==> config.mk <==
export PLATFORM = sky130hd
export DESIGN_NAME = alu_multicycle_flat
export DESIGN_NICKNAME = d
export VERILOG_FILES = /design/src/rtl/alu_multicycle_if.sv /design/src/rtl/alu_multicycle.sv /design/src/flat_wrapper.sv
export SDC_FILE = /design/constraint.sdc
export NUM_CORES = 1
export LEC_CHECK = 0
export ABC_AREA = 1
export BUFFER_PORTS_ARGS = -buffer_cell sky130_fd_sc_hd__buf_2
export CELL_PAD_IN_SITES_DETAIL_PLACEMENT = 0
export CELL_PAD_IN_SITES_GLOBAL_PLACEMENT = 1
export CORE_AREA = 2 2 144 174
export CTS_CLUSTER_SIZE = 16
export DETAILED_ROUTE_END_ITERATION = 8
export DIE_AREA = 0 0 146 176
export PLACE_DENSITY_LB_ADDON = 0.25
export SLEW_MARGIN = 0
export SYNTH_ARGS = -nofsm -noshare
export SYNTH_HDL_FRONTEND = slang
export SYNTH_SLANG_ARGS = --single-unit
export TNS_END_PERCENT = 1
==> constraint.sdc <==
create_clock -name clk -period 3.9 [get_ports clk]
set_clock_uncertainty 0.05 [all_clocks]
set_input_delay 0.195 -clock clk [delete_from_list [all_inputs] [get_ports clk]]
set_output_delay 0.195 -clock clk [all_outputs]
set_load 0.01 [all_outputs]
==> src/rtl/alu_multicycle_if.sv <==
// Handshake bus for alu_multicycle: request side (Operation/A/B) and registered result side.
// The master modport belongs to the pipeline driving the ALU; the slave modport belongs to the ALU.
interface alu_multicycle_if #(
    parameter int unsigned DATA_WIDTH = 32
);
    logic                  in_valid;
    logic                  in_ready;
    logic [3:0]            Operation;
    logic [DATA_WIDTH-1:0] A;
    logic [DATA_WIDTH-1:0] B;
    logic                  out_valid;
    logic                  out_ready;
    logic [DATA_WIDTH-1:0] ALUResult;
    logic                  Zero;
    logic                  busy;

    modport master (
        output in_valid, Operation, A, B, out_ready,
        input  in_ready, out_valid, ALUResult, Zero, busy
    );

    modport slave (
        input  in_valid, Operation, A, B, out_ready,
        output in_ready, out_valid, ALUResult, Zero, busy
    );
endinterface

==> src/rtl/alu_multicycle.sv <==
// Execute-stage ALU: single-cycle logic/arith ops, one-bit-per-cycle shifts, and an
// optional shift-add multiplier compiled in when ALU_MUL_EN is defined.
module alu_multicycle #(
    parameter int unsigned DATA_WIDTH = 32
) (
    input  logic              clk,
    input  logic              reset,
    alu_multicycle_if.slave   bus
);
    localparam int unsigned SHW = $clog2(DATA_WIDTH);

    localparam logic [3:0] OP_AND = 4'b0000;
    localparam logic [3:0] OP_OR  = 4'b0001;
    localparam logic [3:0] OP_ADD = 4'b0010;
    localparam logic [3:0] OP_SUB = 4'b0110;
    localparam logic [3:0] OP_SLT = 4'b0111;
    localparam logic [3:0] OP_XOR = 4'b1100;
    localparam logic [3:0] OP_SLL = 4'b1000;
    localparam logic [3:0] OP_SRL = 4'b1001;
    localparam logic [3:0] OP_SRA = 4'b1010;
`ifdef ALU_MUL_EN
    localparam logic [3:0] OP_MUL = 4'b0011;
`endif

    typedef enum logic [1:0] {IDLE, BUSY, HOLD} state_t;
    // Encodings of SLL/SRL/SRA match Operation[1:0] so the opcode can be cast directly.
    typedef enum logic [1:0] {K_SLL, K_SRL, K_SRA, K_MUL} kind_t;

    state_t                state;
    kind_t                 kind;
    logic [DATA_WIDTH-1:0] work;
    logic [DATA_WIDTH-1:0] result;
    logic [DATA_WIDTH-1:0] step_val;
    logic [DATA_WIDTH-1:0] alu_val;
    logic [SHW:0]          cnt;
    logic [SHW-1:0]        shamt;
    logic                  zero;
    logic                  out_valid;
    logic                  busy;
    logic                  accept;
`ifdef ALU_MUL_EN
    logic [DATA_WIDTH-1:0] mcand;
    logic [DATA_WIDTH-1:0] mplier;
`endif

    assign shamt        = bus.B[SHW-1:0];
    assign bus.in_ready = (state == IDLE) || ((state == HOLD) && bus.out_ready);
    assign accept       = bus.in_valid && bus.in_ready;

    assign bus.out_valid = out_valid;
    assign bus.ALUResult = result;
    assign bus.Zero      = zero;
    assign bus.busy      = busy;

    always_comb begin
        alu_val = '0;
        case (bus.Operation)
            OP_AND: alu_val = bus.A & bus.B;
            OP_OR:  alu_val = bus.A | bus.B;
            OP_ADD: alu_val = bus.A + bus.B;
            OP_SUB: alu_val = bus.A - bus.B;
            OP_SLT: alu_val[0] = $signed(bus.A) < $signed(bus.B);
            OP_XOR: alu_val = bus.A ^ bus.B;
            default: alu_val = '0;
        endcase
    end

    // work doubles as the running product for the multiplier.
    always_comb begin
        step_val = work;
        case (kind)
            K_SLL: step_val = work << 1;
            K_SRL: step_val = work >> 1;
            K_SRA: step_val = {work[DATA_WIDTH-1], work[DATA_WIDTH-1:1]};
`ifdef ALU_MUL_EN
            K_MUL: step_val = work + (mplier[0] ? mcand : '0);
`else
            K_MUL: step_val = work;
`endif
        endcase
    end

    always_ff @(posedge clk or posedge reset) begin
        if (reset) begin
            state     <= IDLE;
            kind      <= K_SLL;
            work      <= '0;
            cnt       <= '0;
            result    <= '0;
            zero      <= 1'b0;
            out_valid <= 1'b0;
            busy      <= 1'b0;
`ifdef ALU_MUL_EN
            mcand     <= '0;
            mplier    <= '0;
`endif
        end else begin
            case (state)
                BUSY: begin
                    work <= step_val;
                    cnt  <= cnt - 1'b1;
`ifdef ALU_MUL_EN
                    mcand  <= mcand << 1;
                    mplier <= mplier >> 1;
`endif
                    if (cnt == (SHW+1)'(1)) begin
                        result    <= step_val;
                        zero      <= (step_val == '0);
                        state     <= HOLD;
                        out_valid <= 1'b1;
                        busy      <= 1'b0;
                    end
                end
                default: begin
                    if (accept) begin
                        case (bus.Operation)
                            OP_SLL, OP_SRL, OP_SRA: begin
                                kind <= kind_t'(bus.Operation[1:0]);
                                work <= bus.A;
                                cnt  <= {1'b0, shamt};
                                if (shamt == '0) begin
                                    result    <= bus.A;
                                    zero      <= (bus.A == '0);
                                    state     <= HOLD;
                                    out_valid <= 1'b1;
                                    busy      <= 1'b0;
                                end else begin
                                    state     <= BUSY;
                                    out_valid <= 1'b0;
                                    busy      <= 1'b1;
                                end
                            end
`ifdef ALU_MUL_EN
                            OP_MUL: begin
                                kind      <= K_MUL;
                                work      <= '0;
                                mcand     <= bus.A;
                                mplier    <= bus.B;
                                cnt       <= (SHW+1)'(DATA_WIDTH);
                                state     <= BUSY;
                                out_valid <= 1'b0;
                                busy      <= 1'b1;
                            end
`endif
                            default: begin
                                result    <= alu_val;
                                zero      <= (alu_val == '0);
                                state     <= HOLD;
                                out_valid <= 1'b1;
                                busy      <= 1'b0;
                            end
                        endcase
                    end else if ((state == HOLD) && bus.out_ready) begin
                        state     <= IDLE;
                        out_valid <= 1'b0;
                    end
                end
            endcase
        end
    end
endmodule

==> src/flat_wrapper.sv <==
// flat-port wrapper written by rule: the top's interface ports become plain ports
module alu_multicycle_flat 
#(
    parameter int unsigned DATA_WIDTH = 32
)
  (clk, reset, bus_in_valid, bus_Operation, bus_A, bus_B, bus_out_ready, bus_in_ready, bus_out_valid, bus_ALUResult, bus_Zero, bus_busy);
  alu_multicycle_if #(.DATA_WIDTH(DATA_WIDTH)) bus_i ();
  input  logic clk;
  input  logic reset;
  input wire logic [$bits(bus_i.in_valid)-1:0] bus_in_valid;
  input wire logic [$bits(bus_i.Operation)-1:0] bus_Operation;
  input wire logic [$bits(bus_i.A)-1:0] bus_A;
  input wire logic [$bits(bus_i.B)-1:0] bus_B;
  input wire logic [$bits(bus_i.out_ready)-1:0] bus_out_ready;
  output wire logic [$bits(bus_i.in_ready)-1:0] bus_in_ready;
  output wire logic [$bits(bus_i.out_valid)-1:0] bus_out_valid;
  output wire logic [$bits(bus_i.ALUResult)-1:0] bus_ALUResult;
  output wire logic [$bits(bus_i.Zero)-1:0] bus_Zero;
  output wire logic [$bits(bus_i.busy)-1:0] bus_busy;
  assign bus_i.in_valid = bus_in_valid;
  assign bus_i.Operation = bus_Operation;
  assign bus_i.A = bus_A;
  assign bus_i.B = bus_B;
  assign bus_i.out_ready = bus_out_ready;
  assign bus_in_ready = bus_i.in_ready;
  assign bus_out_valid = bus_i.out_valid;
  assign bus_ALUResult = bus_i.ALUResult;
  assign bus_Zero = bus_i.Zero;
  assign bus_busy = bus_i.busy;
  alu_multicycle #(.DATA_WIDTH(DATA_WIDTH)) u_core (.clk(clk), .reset(reset), .bus(bus_i));
endmodule
# --- Word level (Yosys, flattened, before mapping) ---
# Index checks and enable logic that the tools add are counted.
classes:
  reduce_logical: 19
  n_bitwise: 4
  eq_ne: 16
  order_cmp: 1
  addsub: 3
  n_mux: 36
op_table:
  columns: ["cell", "count"]
  rows:
  - ["32-bit 2-to-1 mux", 8]
  - ["31-bit case mux with 5 select lines", 1]
  - ["32-bit case mux with 4 select lines", 1]
  - ["32-bit logical NOT", 3]
  - ["32-bit adder", 1]
  - ["32-bit bitwise AND", 1]
  - ["32-bit less-than comparator", 1]
  - ["32-bit OR", 1]
  - ["32-bit subtractor", 1]
  - ["32-bit XOR", 1]
  - ["6-bit 2-to-1 mux", 3]
  - ["4-bit == test, second input constant", 4]
  - ["1-bit 2-to-1 mux", 16]
  - ["2-bit 2-to-1 mux", 6]
  - ["4-bit by 3-bit == test with 1-bit output, second input constant", 2]
  - ["2-bit == test, second input constant", 3]
  - ["6-bit by 1-bit == test with 1-bit output, second input constant", 1]
  - ["1-bit case mux with 6 select lines", 1]
  - ["2-bit AND reduction", 3]
  - ["3-bit AND reduction", 2]
  - ["6-bit by 1-bit subtractor with 6-bit output, second input constant", 1]
  - ["5-bit logical NOT", 1]
  - ["2-bit by 1-bit == test with 1-bit output, second input constant", 2]
  - ["4-bit by 1-bit == test with 1-bit output, second input constant", 1]
  - ["other kinds (11)", 14]
word_totals:
  register_bits: 77
  inputBits: 72
  out_inout_bits: 36

# --- Depth between registers and ports, before layout ---
# Gate-level depths: netlist (run 1).
logic_depth:
  depth_word: 6
  mapped_depth: 22
  mapped_depth_nobuf: 21

# --- Worst setup path before layout (run 1) ---
# OpenSTA, ideal clock, no wires.
synth_timing:
  path_kind: "input-to-reg"
  start: "input port bus_B[0]"
  end: "register u_core.zero, in the netlist u_core.bus.Zero"
  n_path_buf: 0
  cell_stages: 20
  setup_slack_ps: 1746
  setup_ps: 73
  arrival_time_ps: 2031
  path_cell_list: "ha_1 inv_1 fa_1 inv_1 nand3_1 nand3_1 nand2_1 nand2_1 inv_1 nand2_1 nand3_1 nand2_1 nand2_1 a21oi_1 nand2_1 nor2_1 nand3_1 nor2_1 nand2_1 a21oi_2"
synth_via:
  elab_chain_len: 6
  word_cells_on_any_way: 15
  classes_between: "add/sub: 2; order compare: 1; eq/ne: 1; mux: 5; bitwise: 3; reduce/logical: 3"
synth_rtl:
  columns: ["element", "line", "text"]
  rows:
  - ["start, declared", "flat_wrapper.sv:13", "input wire logic [$bits(bus_i.B)-1:0] bus_B;"]
  - ["32-bit subtractor, or another cell as far along", "alu_multicycle.sv:61", "OP_SUB: alu_val = bus.A - bus.B;"]
  - ["1-bit case mux with 6 select lines / 31-bit case mux with 5 select lines (equally long branches)", "alu_multicycle.sv:57", "case (bus.Operation)"]
  - ["32-bit logical NOT", "alu_multicycle.sv:147", "zero <= (alu_val == '0);"]
  - ["1-bit 2-to-1 mux", "alu_multicycle.sv:116", "case (bus.Operation)"]
  - ["1-bit 2-to-1 mux", "alu_multicycle.sv:115", "if (accept) begin"]
  - ["1-bit 2-to-1 mux", "alu_multicycle.sv:98", "case (state)"]
  - ["end signal, assigned", "alu_multicycle.sv:108", "zero <= (step_val == '0);"]
  - ["end signal, assigned", "alu_multicycle.sv:123", "zero <= (bus.A == '0);"]
  - ["end signal, assigned", "alu_multicycle.sv:147", null]
  - ["end, declared", "alu_multicycle.sv:37", "logic zero;"]
# Several ways; a longest one is shown, not always the timed one. The select of a mux whose other input is x is not followed.
# A chain may end at the register's enable or synchronous reset.

# --- Worst setup path after layout (run 1) ---
layout_timing:
  start: "input port bus_A[0]"
  end: "register u_core.zero, in the netlist u_core.bus.Zero"
layout_via:
  elab_chain_len: 6
  word_cells_on_any_way: 14
  classes_between: "add/sub: 2; order compare: 1; mux: 6; bitwise: 3; reduce/logical: 2"
layout_rtl:
  columns: ["element", "line", "text"]
  rows:
  - ["start, declared", "flat_wrapper.sv:12", "input wire logic [$bits(bus_i.A)-1:0] bus_A;"]
  - ["32-bit subtractor, or another cell as far along", "alu_multicycle.sv:61", null]
  - ["1-bit case mux with 6 select lines / 31-bit case mux with 5 select lines (equally long branches)", "alu_multicycle.sv:57", null]
  - ["32-bit logical NOT", "alu_multicycle.sv:147", null]
  - ["1-bit 2-to-1 mux *", "alu_multicycle.sv:116", null]
  - ["1-bit 2-to-1 mux *", "alu_multicycle.sv:115", null]
  - ["1-bit 2-to-1 mux *", "alu_multicycle.sv:98", null]
# Every way passes the cells marked *; elsewhere a longest branch is shown, timed or not. The select of a mux whose other input is x is not followed.

==> impl_metrics.ini, run 1 <==
[flow_run]
drv_cap = 0

[synthesis]
ys_seq_area_share_pct = 17.5
syn_avg_cell_area_um2 = 5.74
synth_ff_type = dfrtp_1
syn_area_um2 = 10900
ys_ff_latch = 76
synth_edf_count = 0
synth_nets = 2079
ys_warn_count = 0
ys_types = 42
syn_inst = 1895
synth-async-reset-ratio_pct = 100

[critical_path]
end_kind = register
critical_path.top_delay_family = simple AND/OR/NAND/NOR gates
reg2reg_from = u_core.kind[0]
slowest_stage = fa_1
crit_type = input port to register
cp_max_fo = 5
critPathLaunch = bus_A[0]
start_kind = input port
ff2ff_setup_slack_ns = 1.38
cp.depth = 21
cpMostUsedCell = nand2_1
path_buf_inv = 4
cp_slowest_stage_delay_ns = 0.41
crit_path_end = u_core.bus.Zero
timing.rr.end = u_core.bus.Zero
crit_chain = buf_2 > ha_1 > inv_1 > fa_1 > inv_1 > nand3_1 > nand3_1 > nand2_1 > nand2_1 > inv_1 > nand2_1 > nand3_1 > nand2_1 > nand2_1 > a21oi_1 > nand2_1 > nor2_1 > nand3_1 > nor2_1 > nand2_1 > a21oi_2
worstPathRequired_ns = 4.12
worstPathArrival_ns = 3.35
ff2ff_path_depth = 10

[clock_tree]
cts_max_path_buffers = 2
clk_pin_slew_ns = 0.06
htree_levels = 3
clock-root-buffer = clkbuf_16
insertion_delay_ns = 0.34
cts.sinks = 76
cts_setup_buffers = 0
cts-buffers-inserted = 9
cts_tree = built

[cells_and_area]
final_area_um2 = 12000
fin_nets = 2147
post-route-util_pct = 50.3
drive_gt1_share_pct = 8.74
seq_area_um2 = 1900
area_growth_pct = 10.6
fillers = 2681
multi_input_area_um2 = 7420

[timing]
finalSetupViolCount = 0
fmax_mhz = 320
fin_tns_setup_ns = 0
fin_crit_sh_pct = 80.2
worst_slew_margin_rel_pct = 39.1
finalHoldViolCount = 0
fin_crit_ns = 3.13
grt_setup_unrepaired = no
worstMarginPinSlew_ns = 0.910
hold_ws_ns = 0.155
maxSlewViolCount = 0

[routing]
firstDrtPassIters = 7
vias = 12900
ant_nets = 0
drt_iter0_drc = 1165
wl_per_cell_um = 20.3
viasPerCell = 5.65
routed_wl_um = 46500
drc_errors = 0

[floorplanning]
core_area_um2 = 23900
initial_core_util_pct = 45.5
io_pins = 108
rows = 62
dieHeight_um = 176
die_area_um2 = 25700
die_width_um = 146

[placed_design]
place.port_buffers = 107
place_congestion = 1.03
dpl_cell_area_um2 = 11700
hpwl_um = 38200

[grt]
grt.total_usage_pct = 35.5
grt_pass1_vias = 11900
antenna_found_initial = 1
grt_start_max_net_pins = 49
grt.overflow.total = 0
grt_first_pass_wirelength_um = 69800

[pwr]
p_leak_nw = 6.55
peakVddDrop_mv = 0.697
p_per_area_nw_per_um2 = 445

[run_status]
status = complete, no violations

[min_path]
hold_class = input port to register
final cells by class:
class | count | area share, %
Multi-Input combinational cell | 1416 | 61.8
Sequential cell | 76 | 15.8
Inverter | 333 | 10.4
Timing Repair Buffer | 127 | 5.83
Tap cell | 320 | 3.33
Clock buffer | 10 | 1.90
Clock inverter | 6 | 0.926
Antenna cell | 1 | 0.0208
registers in the layout (all words and copies together), names as in the netlist:
signal                count
u_core.bus.ALUResult     32
u_core.bus.out_valid      1
u_core.state              1
u_core.kind               2
u_core.bus.Zero           1
u_core.work              32
u_core.bus.busy           1
u_core.cnt                6
metal layers:
metal	up-vias	wire, um	global-route usage (%)
met1	5996	20200	48.2
met2	613	20500	56.3
met3	94	3720	4.96
met4	0	2140	16.0
li1	6227	-	-
met5	-	0	0
logic make-up (layout without fill, tap and decap cells):
group / count (synthesis) / count (layout) / share of synthesized area (%)
other: 0 / 1 / 0
AO/OA/AOI/OAI: 332 / 332 / 18.0
flip-flops: 76 / 76 / 17.5
adder cells (fa/ha/maj): 112 / 112 / 13.0
AND/OR/NAND/NOR: 972 / 972 / 37.0
buffers and inverters: 403 / 476 / 14.5
cell usage after synthesis (5+ instances only):
master,number,share of area (%)
nand2_1,547,19
inv_1,331,11
nor2_1,214,7.4
nand3_1,131,6.0
a21oi_1,111,5.1
ha_1,110,13
o21ai_0,96,4.4
dfrtp_1,76,17
o22ai_1,35,2.0
buf_2,31,1.4
clkbuf_1,28,0.97
nand4_1,23,1.3
a221oi_1,16,1.3
a31oi_1,16,0.92
nor3_1,16,0.74
a41oi_1,13,1.0
o221ai_1,13,1.0
nor4_1,10,0.58
a22oi_1,7,0.48
a211oi_1,6,0.41
o21bai_1,6,0.41
buf_1,5,0.17
buf_4,5,0.35
nor2_2,5,0.29
o21ai_1,5,0.23
or2_2,5,0.29
per-stage QoR:
step	instances	worst slack [ns]	power, mW
after CTS	2288	0.951	5.30
after floorplan	1895	1.72	3.32
after global placement	2271	0.469	4.30
final	2289	0.772	5.34
after global routing	2289	0.665	5.71
after detailed placement	2271	0.629	4.30
worst min-delay path by stage:
| stage | from | to | slack (ns) | depth (start not counted) |
|---|---|---|---|---|
| after floorplan | bus_Operation[1] | u_core.kind[1] | 0.27 | 2 |
| after global placement | reset | u_core.work[26] | 0.35 | 2 |
| after detailed placement | reset | u_core.work[27] | 0.34 | 2 |
| after CTS | bus_A[25] | u_core.bus.ALUResult[25] | 0.14 | 3 |
| after global routing | bus_A[25] | u_core.bus.ALUResult[25] | 0.16 | 3 |
| final | bus_A[25] | u_core.bus.ALUResult[25] | 0.15 | 3 |
repair_timing:
item                      4_1_cts  5_1_grt
hold buffers                    1        0
hold endpoints to repair       47        0
gates resized for setup         0        0
power breakdown:
group / switching [mW] / total (mW) / internal (mW)
clock network: 0.338 / 0.964 / 0.627
registers: 0.246 / 1.42 / 1.17
logic: 2.00 / 2.96 / 0.958
cell usage in the layout (no fill, tap or decap), types with 4 or more instances in the layout:
master and instances:
dfrtp_1 76, o221ai_1 13, buf_4 18, a41oi_1 13, nor3_2 5, o21ai_0 96, a31oi_1 16, o21bai_1 6
nand4_1 23, ha_1 110, a211oi_1 6, or2_2 5, inv_1 330, nand2_1 547, nor4_1 10, nand3_1 131
and2_1 4, nor2_1 210, o22ai_1 35, a22oi_1 7, nor3_1 15, a21oi_1 111, buf_2 107, clkbuf_16 9
a221oi_1 16, nor2_2 7, o21ai_1 5
tightest hold or removal path, delay by kind of cell:
kind / cells / cell delay (ns)
AOI/OAI and AO/OA: 1 / 0.12
buffers and inverters: 1 / 0.12
and+or+nand+nor: 1 / 0.07
Power figures use the tool's default switching activity.
==> run 2, diff against run 1 <==
--- a/config.mk
+++ b/config.mk
@@ -9,10 +9,10 @@
 export BUFFER_PORTS_ARGS = -buffer_cell sky130_fd_sc_hd__buf_2
 export CELL_PAD_IN_SITES_DETAIL_PLACEMENT = 0
 export CELL_PAD_IN_SITES_GLOBAL_PLACEMENT = 1
-export CORE_AREA = 2 2 144 174
+export CORE_AREA = 2 2 150 182
 export CTS_CLUSTER_SIZE = 16
 export DETAILED_ROUTE_END_ITERATION = 8
-export DIE_AREA = 0 0 146 176
+export DIE_AREA = 0 0 152 184
 export PLACE_DENSITY_LB_ADDON = 0.25
 export SLEW_MARGIN = 0
 export SYNTH_ARGS = -nofsm -noshare
==> constraint.sdc (replaced) <==
create_clock -name clk -period 3.05 [get_ports clk]
set_clock_uncertainty 0.05 [all_clocks]
set_input_delay 0.1525 -clock clk [delete_from_list [all_inputs] [get_ports clk]]
set_output_delay 0.1525 -clock clk [all_outputs]
set_load 0.01 [all_outputs]
==> impl_metrics.ini, run 2 (synthesis gave the netlist of run 1 again) <==
[timing]
fin_crit_ns = 2.80
maxSlewViolCount = 0
worstMarginPinSlew_ns = 0.723
worst_slew_margin_rel_pct = 51.4
grt_setup_unrepaired = no
fmax_mhz = 357
hold_ws_ns = 0.105
finalHoldViolCount = 0
fin_tns_setup_ns = 0
fin_crit_sh_pct = 92.0
finalSetupViolCount = 0

[routing]
drt_iter0_drc = 1084
ant_nets = 0
drc_errors = 0
wl_per_cell_um = 19.3
viasPerCell = 5.48
routed_wl_um = 46000
vias = 13100
firstDrtPassIters = 6

[floorplanning]
rows = 65
die_width_um = 152
die_area_um2 = 28000
dieHeight_um = 184
core_area_um2 = 26100
io_pins = 108
initial_core_util_pct = 41.6

[critical_path]
start_kind = input port
crit_type = input port to register
worstPathRequired_ns = 3.27
worstPathArrival_ns = 3.02
cpMostUsedCell = nand2_1
cp_slowest_stage_delay_ns = 0.40
end_kind = register
cp_max_fo = 4
crit_chain = buf_2 > ha_1 > inv_1 > fa_1 > inv_1 > nand3_1 > nand3_1 > nand2_1 > nand2_1 > inv_1 > nand2_1 > nand3_1 > nand2_1 > nand2_1 > a21oi_2 > nand2_1 > nor2_1 > nand3_1 > nor2_1 > nand2_1 > a21oi_2
slowest_stage = fa_1

[grt]
grt_pass1_vias = 12300
grt_first_pass_wirelength_um = 69400
grt.overflow.total = 0
antenna_found_initial = 2
grt_start_max_net_pins = 77
grt.total_usage_pct = 32.1

[placed_design]
hpwl_um = 38500
dp.cells = 2367
place_congestion = 0.978
place.port_buffers = 107

[clock_tree]
cts-buffers-inserted = 9
clock-root-buffer = clkbuf_16
cts_max_path_buffers = 2
cts_tree = built
htree_levels = 3
cts.sinks = 76
insertion_delay_ns = 0.34
cts_setup_buffers = 0
clk_pin_slew_ns = 0.06

[cells_and_area]
final_common_cell = nand2_1
layout_common_cells = nand2_1 (547), inv_1 (330), nor2_1 (211)
area_growth_pct = 16.6
fin_nets = 2228
stdcell_count = 2386
drive_gt1_share_pct = 12.3
post-route-util_pct = 48.6

[pwr]
p_per_area_nw_per_um2 = 550
p_int_mw = 3.68
totalPowerFinal_mw = 6.97
pwr-share-comb_pct = 55.7
p_switching_mw = 3.29
p_leak_nw = 6.95
peakVddDrop_mv = 0.774
p_sw_share_pct = 47.2
clock_power_share_pct = 18.3
seq_power_share_pct = 26.0

[flow_run]
drv_cap = 0

[run_status]
status = complete, no violations

[min_path]
hold_class = input port to register
run 2: cell count changes in the layout (fill, tap and decap cells not counted), sizes merged:
cell	previous run	this run
inv	333	332
clkbuf	10	12
diode	1	2
buf	126	207
clkinvlp	1	0
run 2: critical path, delay by kind of cell:
| kind | cells | cell delay (ns) |
|---|---|---|
| adders and majority gates | 2 | 0.66 |
| buffers and inverters | 4 | 0.48 |
| AOI/OAI and AO/OA | 2 | 0.29 |
| and+or+nand+nor | 13 | 1.43 |
run 2: power groups by stage:
stage / combinational, mW / sequential [mW] / clock, mW
2_1_floorplan: 2.40 / 1.85 / 0
3_3_place_gp: 3.79 / 1.80 / 0
3_5_place_dp: 3.81 / 1.82 / 0
4_1_cts: 3.84 / 1.80 / 1.28
5_1_grt: 4.32 / 1.86 / 1.31
6_report: 3.88 / 1.81 / 1.27
run 2: repair_timing:
action                     4_1_cts  5_1_grt
hold endpoints to repair        76        0
gates resized for setup          0        1
hold buffers                     1        0
setup endpoints to repair        0        1
run 2: cell type report:
type / instances / area (um^2)
antenna: 2 / 5.00
clock buffer: 12 / 256
clock inverter: 4 / 95.1
fill: 2856 / 13400
inverter: 333 / 1250
multi-input combinational: 1416 / 7420
sequential: 76 / 1900
tap: 335 / 419
timing repair buffer: 208 / 1320
run 2: final timing paths:
path                                     startpoint                       end  slack (ns)  depth (start not counted)
max                                        bus_A[0]           u_core.bus.Zero        0.25                         21
min                                bus_Operation[1]            u_core.kind[1]        0.10                          3
max reg2reg                          u_core.kind[0]           u_core.bus.Zero        0.70                         12
min reg2reg                u_core.bus.ALUResult[14]  u_core.bus.ALUResult[14]        0.44                          2
max in group asynchronous                     reset   u_core.bus.ALUResult[7]        2.20                          4
min in group asynchronous                     reset           u_core.work[27]        0.38                          4
run 2: metal layers:
metal	vias up	share of wire (%)	GRT usage, %
met3	88	6.6	2.76
met5	-	0	0
met2	520	45	51.9
li1	6376	-	-
met4	0	4.5	14.2
met1	6091	44	43.9
run 2: metrics by stage:
stage	worst slack, ns	cell area, um^2
6_report	0.245	12700
5_1_grt	0.0432	12700
4_1_cts	0.156	12700
3_5_place_dp	-0.187	12300
3_3_place_gp	-0.244	12300
2_1_floorplan	0.909	10900
